`config.mk`:
```
export PLATFORM = sky130hd
export DESIGN_NAME = des_perm_pipe
export DESIGN_NICKNAME = d
export VERILOG_FILES = /design/src/rtl/des_perm_pipe.sv
export SDC_FILE = /design/constraint.sdc
export NUM_CORES = 1
export LEC_CHECK = 0
export ABC_AREA = 1
export CAP_MARGIN = 10
export CORE_MARGIN = 1.5
export CORE_UTILIZATION = 55
export DETAILED_ROUTE_END_ITERATION = 12
export GPL_TIMING_DRIVEN = 0
export PLACE_DENSITY = 0.86
export SETUP_SLACK_MARGIN = 0.5
export SLEW_MARGIN = 20
export SYNTH_ARGS = -nofsm -noshare
export SYNTH_HDL_FRONTEND = slang
export SYNTH_SLANG_ARGS = --single-unit
export TNS_END_PERCENT = 100
```
`constraint.sdc`:
```
create_clock -name clk -period 3.4 [get_ports clk]
set_clock_uncertainty 0.15 [all_clocks]
set_input_delay 0.68 -clock clk [delete_from_list [all_inputs] [get_ports clk]]
set_output_delay 0.68 -clock clk [all_outputs]
set_load 0.005 [all_outputs]
```
`src/rtl/des_perm_pipe.sv`:
```
// des_perm_pipe
//   Pipelined DES P-box. Applies P, P inverse or a bypass to LANES independent
//   32-bit words and carries the result through STAGES elastic register slots
//   under a valid/ready handshake. It also keeps a saturating count of
//   delivered beats.
//
// Ports
//   clk        rising-edge clock
//   rst_n      asynchronous active-low reset
//   in_valid   input beat valid
//   in_ready   unit can accept an input beat this cycle
//   in_mode    0 = P, 1 = P inverse, 2 = bypass, 3 = bypass flagged as error
//   in_data    LANES words; lane k = in_data[32k+31:32k]
//   out_valid  output beat valid
//   out_ready  downstream accepts the output beat
//   out_data   permuted words, same lane layout as in_data
//   out_err    current output beat was issued with in_mode == 3
//   beat_cnt   delivered beats (out_valid && out_ready), saturating
//   cnt_clr    synchronous clear of beat_cnt; takes priority over a count
module des_perm_pipe #(
  parameter int LANES  = 1,
  parameter int STAGES = 2,
  parameter int CNT_W  = 16
) (
  input  logic                  clk,
  input  logic                  rst_n,
  input  logic                  in_valid,
  output logic                  in_ready,
  input  logic [1:0]            in_mode,
  input  logic [32*LANES-1:0]   in_data,
  output logic                  out_valid,
  input  logic                  out_ready,
  output logic [32*LANES-1:0]   out_data,
  output logic                  out_err,
  output logic [CNT_W-1:0]      beat_cnt,
  input  logic                  cnt_clr
);

  localparam int W = 32 * LANES;

  // DES P table: output DES bit i (1-based) takes input DES bit P_TABLE[i-1].
  // DES bit n lives at lane bit [32-n], so DES bit 1 is the lane MSB.
  localparam int P_TABLE [32] = '{16,  7, 20, 21, 29, 12, 28, 17,
                                   1, 15, 23, 26,  5, 18, 31, 10,
                                   2,  8, 24, 14, 32, 27,  3,  9,
                                  19, 13, 30,  6, 22, 11,  4, 25};

  logic [W-1:0] perm_p;
  logic [W-1:0] perm_inv;
  logic [W-1:0] perm_data;

  genvar gi, gj;

  // Pure wiring: every lane gets the same bit shuffle.
  generate
    for (gi = 0; gi < LANES; gi++) begin : g_lane
      for (gj = 0; gj < 32; gj++) begin : g_bit
        assign perm_p[32*gi + 31 - gj]               = in_data[32*gi + 32 - P_TABLE[gj]];
        assign perm_inv[32*gi + 32 - P_TABLE[gj]]    = in_data[32*gi + 31 - gj];
      end
    end
  endgenerate

  always_comb begin
    perm_data = in_data;
    case (in_mode)
      2'd0:    perm_data = perm_p;
      2'd1:    perm_data = perm_inv;
      default: perm_data = in_data;
    endcase
  end

  // Slot chain. Slot 0 receives the permuted input, the last slot drives the
  // output. A slot loads when it is empty or its content moves on this cycle,
  // so the ready chain is combinational from out_ready back to in_ready.
  logic [STAGES-1:0] valid_vec;
  logic [STAGES-1:0] err_vec;
  logic [STAGES-1:0] can_load;
  logic [W-1:0]      data_vec [STAGES];

  generate
    for (gi = 0; gi < STAGES; gi++) begin : g_slot
      logic         take;
      logic         src_valid;
      logic         src_err;
      logic [W-1:0] src_data;
      logic         slot_valid_reg;
      logic         slot_err_reg;
      logic [W-1:0] slot_data_reg;

      if (gi == STAGES - 1) begin : g_last
        assign take = out_ready;
      end else begin : g_mid
        assign take = can_load[gi+1];
      end

      if (gi == 0) begin : g_first
        assign src_valid = in_valid;
        assign src_err   = (in_mode == 2'd3);
        assign src_data  = perm_data;
      end else begin : g_chain
        assign src_valid = valid_vec[gi-1];
        assign src_err   = err_vec[gi-1];
        assign src_data  = data_vec[gi-1];
      end

      assign can_load[gi] = !slot_valid_reg || take;

      // Data only updates when a real beat arrives, so an empty slot keeps
      // its last contents and out_data holds while idle.
      always_ff @(posedge clk or negedge rst_n) begin
        if (!rst_n) begin
          slot_valid_reg <= 1'b0;
          slot_err_reg   <= 1'b0;
          slot_data_reg  <= '0;
        end else if (can_load[gi]) begin
          slot_valid_reg <= src_valid;
          if (src_valid) begin
            slot_err_reg  <= src_err;
            slot_data_reg <= src_data;
          end
        end
      end

      assign valid_vec[gi] = slot_valid_reg;
      assign err_vec[gi]   = slot_err_reg;
      assign data_vec[gi]  = slot_data_reg;
    end
  endgenerate

  assign in_ready  = can_load[0];
  assign out_valid = valid_vec[STAGES-1];
  assign out_data  = data_vec[STAGES-1];
  assign out_err   = valid_vec[STAGES-1] && err_vec[STAGES-1];

  // Delivered-beat counter.
  logic             fire;
  logic [CNT_W-1:0] beat_cnt_reg;

  assign fire = out_valid && out_ready;

  always_ff @(posedge clk or negedge rst_n) begin
    if (!rst_n) begin
      beat_cnt_reg <= '0;
    end else if (cnt_clr) begin
      beat_cnt_reg <= '0;
    end else if (fire && (beat_cnt_reg != {CNT_W{1'b1}})) begin
      beat_cnt_reg <= beat_cnt_reg + {{(CNT_W-1){1'b0}}, 1'b1};
    end
  end

  assign beat_cnt = beat_cnt_reg;

endmodule

```
Word-level counts from Yosys, hierarchy flattened --
Index checks and enable logic that the tools add are counted.
Storage, ports and cells: register bits 84, bits of input ports 39, output and inout port bits 51, logic and storage cells 25
Cells by class: add/subtract/negate cells 1, equality and inequality tests 3, mux-type cells 3, reductions and logical operators 11
Operators by type and width (number):
- one-hot mux 32 bit (2 select lines) | 1
- 2-to-1 mux 16 bit | 2
- adder 16 x 1 -> 16 bit (second input constant) | 1
- != test 16 bit (second input constant) | 1
- AND reduction 2 bit | 2
- logical AND 1 bit | 3
- == test 2 x 1 -> 1 bit (second input constant) | 1
- == test 2 bit (second input constant) | 1
- logical NOT 1 bit | 2
- logical NOT 2 bit | 1
- logical OR 1 bit | 2
- nonzero test 2 bit | 1

Depth between registers and ports, before layout --
Gate-level depths: netlist (run 1).
word-level depth 4, depth in mapped cells 9, depth with buffers taken out 9

Worst setup path before layout (run 1) --
OpenSTA, ideal clock, no wires.
kind in2reg, start in in_mode[1], end reg g_slot[0].slot_data_reg[15], library setup time 125 ps, arrival time 1433 ps, required time 3125 ps, slack 1692 ps, stages 7, path buffers 2, cells stage by stage buf_2 -> inv_2 -> nand2_2 -> buf_2 -> o22ai_1 -> o21ai_0 -> o21ai_1
On the way: word-level cells in the longest chain between the ends 2, elaborated cells between the ends (all ways) 3, classes of those cells eq/ne: 1; mux: 1; reduce/logical: 1
Ends and longest elaborated chain:
- from (decl) | line 29 | input logic [1:0] in_mode,
- == test 2 x 1 -> 1 bit or logical NOT 2 bit (tied branches) | line 66 | case (in_mode)
- one-hot mux 32 bit (2 select lines) * | line 66
- to (signal assigned) | line 120 | slot_data_reg <= src_data;
- to (decl) | line 89 | logic [W-1:0] slot_data_reg;
Every way passes the cells marked *; elsewhere a longest branch is shown, timed or not. A chain may end at the register's enable or synchronous reset.

Worst setup path in the final report (run 1) --
start in out_ready, end out in_ready
On the way: word-level cells in the longest chain between the ends 2
Ends and longest elaborated chain:
- from (decl) | line 32 | input logic out_ready,
- logical OR 1 bit (2 in series) | line 107 | assign can_load[gi] = !slot_valid_reg || take;
- to (decl) | line 28 | output logic in_ready,
No other way between the ends.

==> results of run 1 <==
==> cells in the final DEF (no fill, tap or decap), types with 5 or more instances in the layout <==
master,Yosys,final
buf_2,16,16
clkbuf_1,7,8
clkbuf_8,0,10
clkdlybuf4s50_1,0,86
dfrtp_1,84,84
inv_1,71,71
inv_2,5,5
nand2_1,106,106
nand2_2,5,5
nand3_1,26,26
nor2_1,17,17
nor2_2,5,5
nor3_1,22,22
o21ai_0,50,50
o21ai_1,37,37
o21ai_2,7,7
o22ai_1,19,19
xor2_1,7,7
==> synthesized netlist by cell type, drive strengths merged <==
cell,instances,area [um^2]
nand2,113,452
o21ai,94,497
dfrtp,84,2100
inv,76,285
nand3,30,170
nor2,26,149
nor3,22,110
o22ai,19,119
buf,18,98.9
clkbuf,7,26.3
xor2,7,61.3
mux2,5,56.3
a21oi,3,15.0
a41oi,3,26.3
o221ai,3,26.3
nand3b,2,15.0
nand4,2,12.5
a22oi,1,7.51
a31oi,1,6.26
ha,1,12.5
==> power by group <==
| part | switching (W) | total, W | internal [W] |
|---|---|---|---|
| Combinational | 0.000350 | 0.000734 | 0.000383 |
| Clock | 0.000372 | 0.000735 | 0.000363 |
| Sequential | 0.000100 | 0.00129 | 0.00119 |
| Total | 0.000823 | 0.00276 | 0.00193 |
==> area by class of cell <==
cell class                      count  area, um^2
Buffer                             25         125
Clock buffer                       11         141
Clock inverter                      4        56.3
Fill cell                         584        1900
Inverter                           76         285
Multi-Input combinational cell    332        1740
Sequential cell                    84        2100
Tap cell                           99         124
Timing Repair Buffer               88         896
==> cells by family (layout without fill, tap and decap cells) <==
family / count (synthesis) / in the layout / share of synthesized area
AO/OA/AOI/OAI: 124 / 124 / 0.164
XOR/XNOR: 7 / 7 / 0.0144
adder cells (fa/ha/maj): 1 / 1 / 0.00295
buffers and inverters: 101 / 204 / 0.0966
flip-flops: 84 / 84 / 0.495
multiplexers: 5 / 5 / 0.0133
AND/OR/NAND/NOR: 195 / 195 / 0.214
==> stage by stage <==
stage	setup TNS (ns)	setup WS, ns	area, um^2	power [W]
after floorplan	0	1.69	4250	0.00160
after global placement	-112.14	-1.34	5240	0.00201
after detailed placement	0	0.701	5270	0.00204
after CTS	0	0.695	5470	0.00276
after global routing	0	0.660	5470	0.00290
final	0	0.694	5470	0.00276
==> how the worst max path moves through the flow <==
stage                           from                          end  slack (ns)  depth (start not counted)
after global routing       out_ready                     in_ready        0.66                          4
after detailed placement   out_ready                     in_ready        0.70                          4
after floorplan           in_mode[1]  g_slot[0].slot_data_reg[15]        1.69                          7
final                      out_ready                     in_ready        0.69                          4
after CTS                  out_ready                     in_ready        0.70                          4
after global placement         rst_n   g_slot[0].slot_data_reg[0]       -1.34                          1
==> metal layers <==
metal	global-route usage	share of wire	wire length [um]	vias up
li1	-	-	-	1893
met1	0.403	0.43	4910	1931
met2	0.471	0.48	5400	214
met3	0.0463	0.073	825	30
met4	0.103	0.020	228	0
met5	0	0	0	-
==> worst max-delay path, delay by kind of cell <==
family | cells | cell delay (ns)
and+or+nand+nor | 1 | 0.08
buffers and inverters | 3 | 1.11
==> results.py, run 1 <==
metrics = {
    "outcome": {
        "status": "finished clean",
    },
    "setup_path": {
        "crit_arrival_ns": 1.88,
        "crit_top_cell": "clkdlybuf4s50_1",
        "start_kind": "primary input",
        "regToRegSetupSlack_ns": 1.65,
        "path_cells": "clkdlybuf4s50_1 -> inv_2 -> nand3_2 -> clkdlybuf4s50_1",
        "slowest_stage": "clkdlybuf4s50_1",
        "r2r_start": "out_valid",
        "reg2regPathDepth": 4,
        "endpoint_kind": "primary output",
        "crit_fanout": 3,
        "crit_type": "in -> out",
        "r2r_end": "out_data[2]",
        "crit_required_ns": 2.57,
        "cp_slowest_stage_delay_ns": 0.55,
    },
    "cts": {
        "htree_levels": 3,
        "clk-insertion-delay-late_ns": 0.35,
        "cts_resized": 0,
        "clkSinkCount": 84,
        "hold_buffers": 0,
        "cts.path.max_buffers": 2,
        "post-cts-setup-buffers": 0,
        "root_buffer": "clkbuf_8",
        "cts_tree": "done",
        "cts_made_buffers": 9,
        "clkSlewWorstSetupHoldPaths_ns": 0.09,
    },
    "timing": {
        "drv_slew": 0,
        "worst_pin_slew_ns": 0.588,
        "hold_violations": 0,
        "max_slew_margin": 0.608,
        "fin_crit_sh": 0.796,
        "fmax_mhz": 370,
        "setup_viol": 0,
        "post-route-min-period_ns": 2.71,
        "whs_ns": 0.103,
        "rsz0062_at_grt": "false",
    },
    "floorplan": {
        "rows": 31,
        "coreArea_um2": 7370,
        "ioPinCount": 90,
        "start_util": 0.576,
        "die_x_um": 90.9,
        "die_h_um": 90.9,
        "die_area_um2": 8260,
    },
    "route": {
        "vias": 4068,
        "firstDrtPassIters": 5,
        "avgRoutedWirePerCell_um": 15.8,
        "antenna_left": 0,
        "wl_mm": 11.4,
        "drc": 0,
        "viasPerCell": 5.66,
        "drt_iter0_markers": 287,
    },
    "synthesis": {
        "ys_seq_area_frac": 0.495,
        "synth.distinct_cells": 32,
        "synth_area_um2": 4250,
        "synth_seq_cells": 84,
        "syn_avg_cell_area_um2": 8.22,
        "syn-num-nets": 557,
        "synth-warning-count": 0,
        "syn_inst": 517,
    },
    "hold_path": {
        "hold_path.class": "in -> async",
    },
    "place": {
        "dp.cells": 704,
        "gp_congestion": 0.933,
        "portBuffers": 87,
        "hpwl_mm": 8.51,
    },
    "layout": {
        "antennaDiodeCount": 0,
        "area_growth_pct": 28.7,
        "final_util": 0.742,
        "fin_cells": 719,
        "nNetsFinal": 656,
        "layout-drive-gt1-share": 0.110,
    },
    "global_route": {
        "antenna_found_initial": 0,
        "grt_max_degree": 55,
        "grt_usage": 0.293,
        "grt_pass1_vias": 4010,
        "grt_pass1_wl_mm": 19.1,
        "grt.overflow.total": 0,
    },
    "pwr": {
        "p_leak_nw": 2.49,
        "vdd_drop_max_v": 0.000364,
        "p_per_area_nw_per_um2": 504,
    },
    "run": {
        "drv_cap": 0,
    },
}
Note: power is estimated with default switching activity, not from simulation.
==> run 2: changes to the inputs <==
- CORE_UTILIZATION: 55 -> 51
- PLACE_DENSITY: 0.86 -> 0.81
- clock period: 3.4 -> 2.7 ns (I/O delays scaled with it)
==> run 2 against run 1 <==
Worst hold slack worse by 0.11 ns; largest power group unchanged; setup slack worse by 0.12 ns; the run now ends with hold timing left; combinational power up 25%; routed wire length up 0.82%; design area up 0.66%; die area up 7.6%; global-route usage down 2.2 points; final cell count up 0.97%; via count down 1.1%.
==> results.py, run 2 (synthesis gave the netlist of run 1 again) <==
metrics = {
    "setup_path": {
        "crit_buf_inv": 3,
        "startpoint": "out_ready",
        "crit_end": "in_ready",
        "crit_type": "in -> out",
        "slowest_stage": "clkdlybuf4s50_1",
        "endpoint_kind": "primary output",
        "reg2regPathDepth": 8,
        "regToRegSetupSlack_ns": 0.92,
        "cp_slowest_stage_delay_ns": 0.50,
        "crit_arrival_ns": 1.44,
        "crit_required_ns": 2.01,
        "crit_fanout": 3,
        "r2r_end": "beat_cnt[12]",
        "critical_path_depth": 4,
        "path_cells": "dlygate4sd2_1 -> inv_2 -> nand3_2 -> clkdlybuf4s50_1",
        "worst_path_dominant_cell_family": "buffers and inverters",
        "r2r_start": "beat_cnt[0]",
        "start_kind": "primary input",
    },
    "layout": {
        "nNetsFinal": 656,
        "final_util": 0.676,
        "final_common_cell": "nand2_1",
        "fin_area_um2": 5500,
        "layout.area.seq_um2": 2100,
        "antennaDiodeCount": 0,
        "layout-drive-gt1-share": 0.113,
        "final_cell_mix": "nand2_1, clkdlybuf4s50_1, dfrtp_1, inv_1, o21ai_0",
        "multiInputGateArea_um2": 1740,
        "nFillCells": 662,
        "area_growth_pct": 29.5,
    },
    "timing": {
        "hold_violations": 15,
        "setup_viol": 0,
        "drv_slew": 0,
        "fmax_mhz": 470,
        "max_slew_margin": 0.621,
        "worst_pin_slew_ns": 0.569,
        "post-route-min-period_ns": 2.13,
        "fin_crit_sh": 0.789,
        "rsz0062_at_grt": "false",
        "whs_ns": -0.00323,
    },
    "pwr": {
        "netSwitchingFraction": 0.292,
        "p_leak_nw": 2.49,
        "seq_power_share": 0.455,
        "power.switching_w": 0.00104,
        "p_per_area_nw_per_um2": 649,
        "vdd_drop_max_v": 0.000406,
        "p_comb_frac": 0.258,
        "p_int_w": 0.00253,
        "p_clk_frac": 0.287,
    },
    "outcome": {
        "status": "finished, violations left",
        "violations": "hold timing",
    },
    "route": {
        "drc": 0,
        "avgRoutedWirePerCell_um": 15.8,
        "wl_mm": 11.5,
        "antenna_left": 0,
        "drt_iter0_markers": 215,
        "vias": 4023,
        "firstDrtPassIters": 5,
        "viasPerCell": 5.54,
    },
    "hold_path": {
        "hold_path.class": "in -> async",
    },
    "place": {
        "hpwl_mm": 8.44,
        "portBuffers": 87,
        "gp_congestion": 0.938,
        "dpl_cell_area_um2": 5280,
    },
    "floorplan": {
        "ioPinCount": 90,
        "coreArea_um2": 8130,
        "start_util": 0.522,
        "die_area_um2": 8890,
        "rows": 33,
        "die_h_um": 94.3,
        "die_x_um": 94.3,
    },
    "global_route": {
        "grt.overflow.total": 0,
        "grt_pass1_wl_mm": 18.6,
        "antenna_found_initial": 0,
        "grt_pass1_vias": 3820,
        "grt_usage": 0.271,
        "grt_max_degree": 50,
    },
    "cts": {
        "clkSinkCount": 84,
        "post-cts-setup-buffers": 0,
        "cts_made_buffers": 9,
        "cts_tree": "done",
        "clk-insertion-delay-late_ns": 0.36,
        "cts.path.max_buffers": 2,
        "root_buffer": "clkbuf_8",
        "hold_buffers": 0,
        "clkSlewWorstSetupHoldPaths_ns": 0.09,
        "cts_resized": 1,
        "htree_levels": 3,
    },
    "run": {
        "drv_cap": 0,
    },
}
run 2: changes by cell type in the layout (fill, tap and decap cells not counted), sizes merged:
cell and delta:
bufinv +1, clkinvlp +1, clkdlybuf4s50 -1, inv -2
dlygate4sd2 +1, clkinv +1
run 2: power by group through the flow:
stage                     logic (W)  registers (W)  clock network [W]
after floorplan            0.000372        0.00164                  0
after CTS                  0.000925        0.00163            0.00104
after detailed placement   0.000918        0.00165                  0
after global routing        0.00101        0.00165            0.00108
after global placement     0.000895        0.00164                  0
final                      0.000921        0.00163            0.00102
run 2: through the flow:
step	power, W	hold WS (ns)	cells	worst slack [ns]	setup TNS, ns
CTS	0.00359	0.00529	726	0.542	0
global placement	0.00254	0.318	709	-1.95	-163.57
floorplan	0.00201	0.0944	517	1.13	0
global route	0.00375	0.0350	726	0.533	0
finish	0.00357	-0.00323	726	0.570	0
detailed placement	0.00257	0.323	710	0.299	0
run 2: worst min path at each step:
stage	end	slack, ns	cells past startpoint
2_1_floorplan	beat_cnt[0]	0.09	0
3_3_place_gp	g_slot[0].slot_data_reg[29]	0.32	2
3_5_place_dp	out_data[5]	0.32	2
4_1_cts	out_data[25]	0.005	1
5_1_grt	out_data[18]	0.04	1
6_report	out_data[18]	-0.003	1
run 2: layout make-up:
cell class                      count  share of cell area
Buffer                             25              0.0227
Clock buffer                       11              0.0257
Clock inverter                      5              0.0155
Inverter                           76              0.0519
Multi-Input combinational cell    332               0.315
Sequential cell                    84               0.382
Tap cell                          105              0.0239
Timing Repair Buffer               88               0.163
run 2: per-layer routing:
metal | GRT usage | share of wire
met5 | 0 | 0
met4 | 0.112 | 0.028
met3 | 0.0502 | 0.061
met2 | 0.422 | 0.47
met1 | 0.370 | 0.44
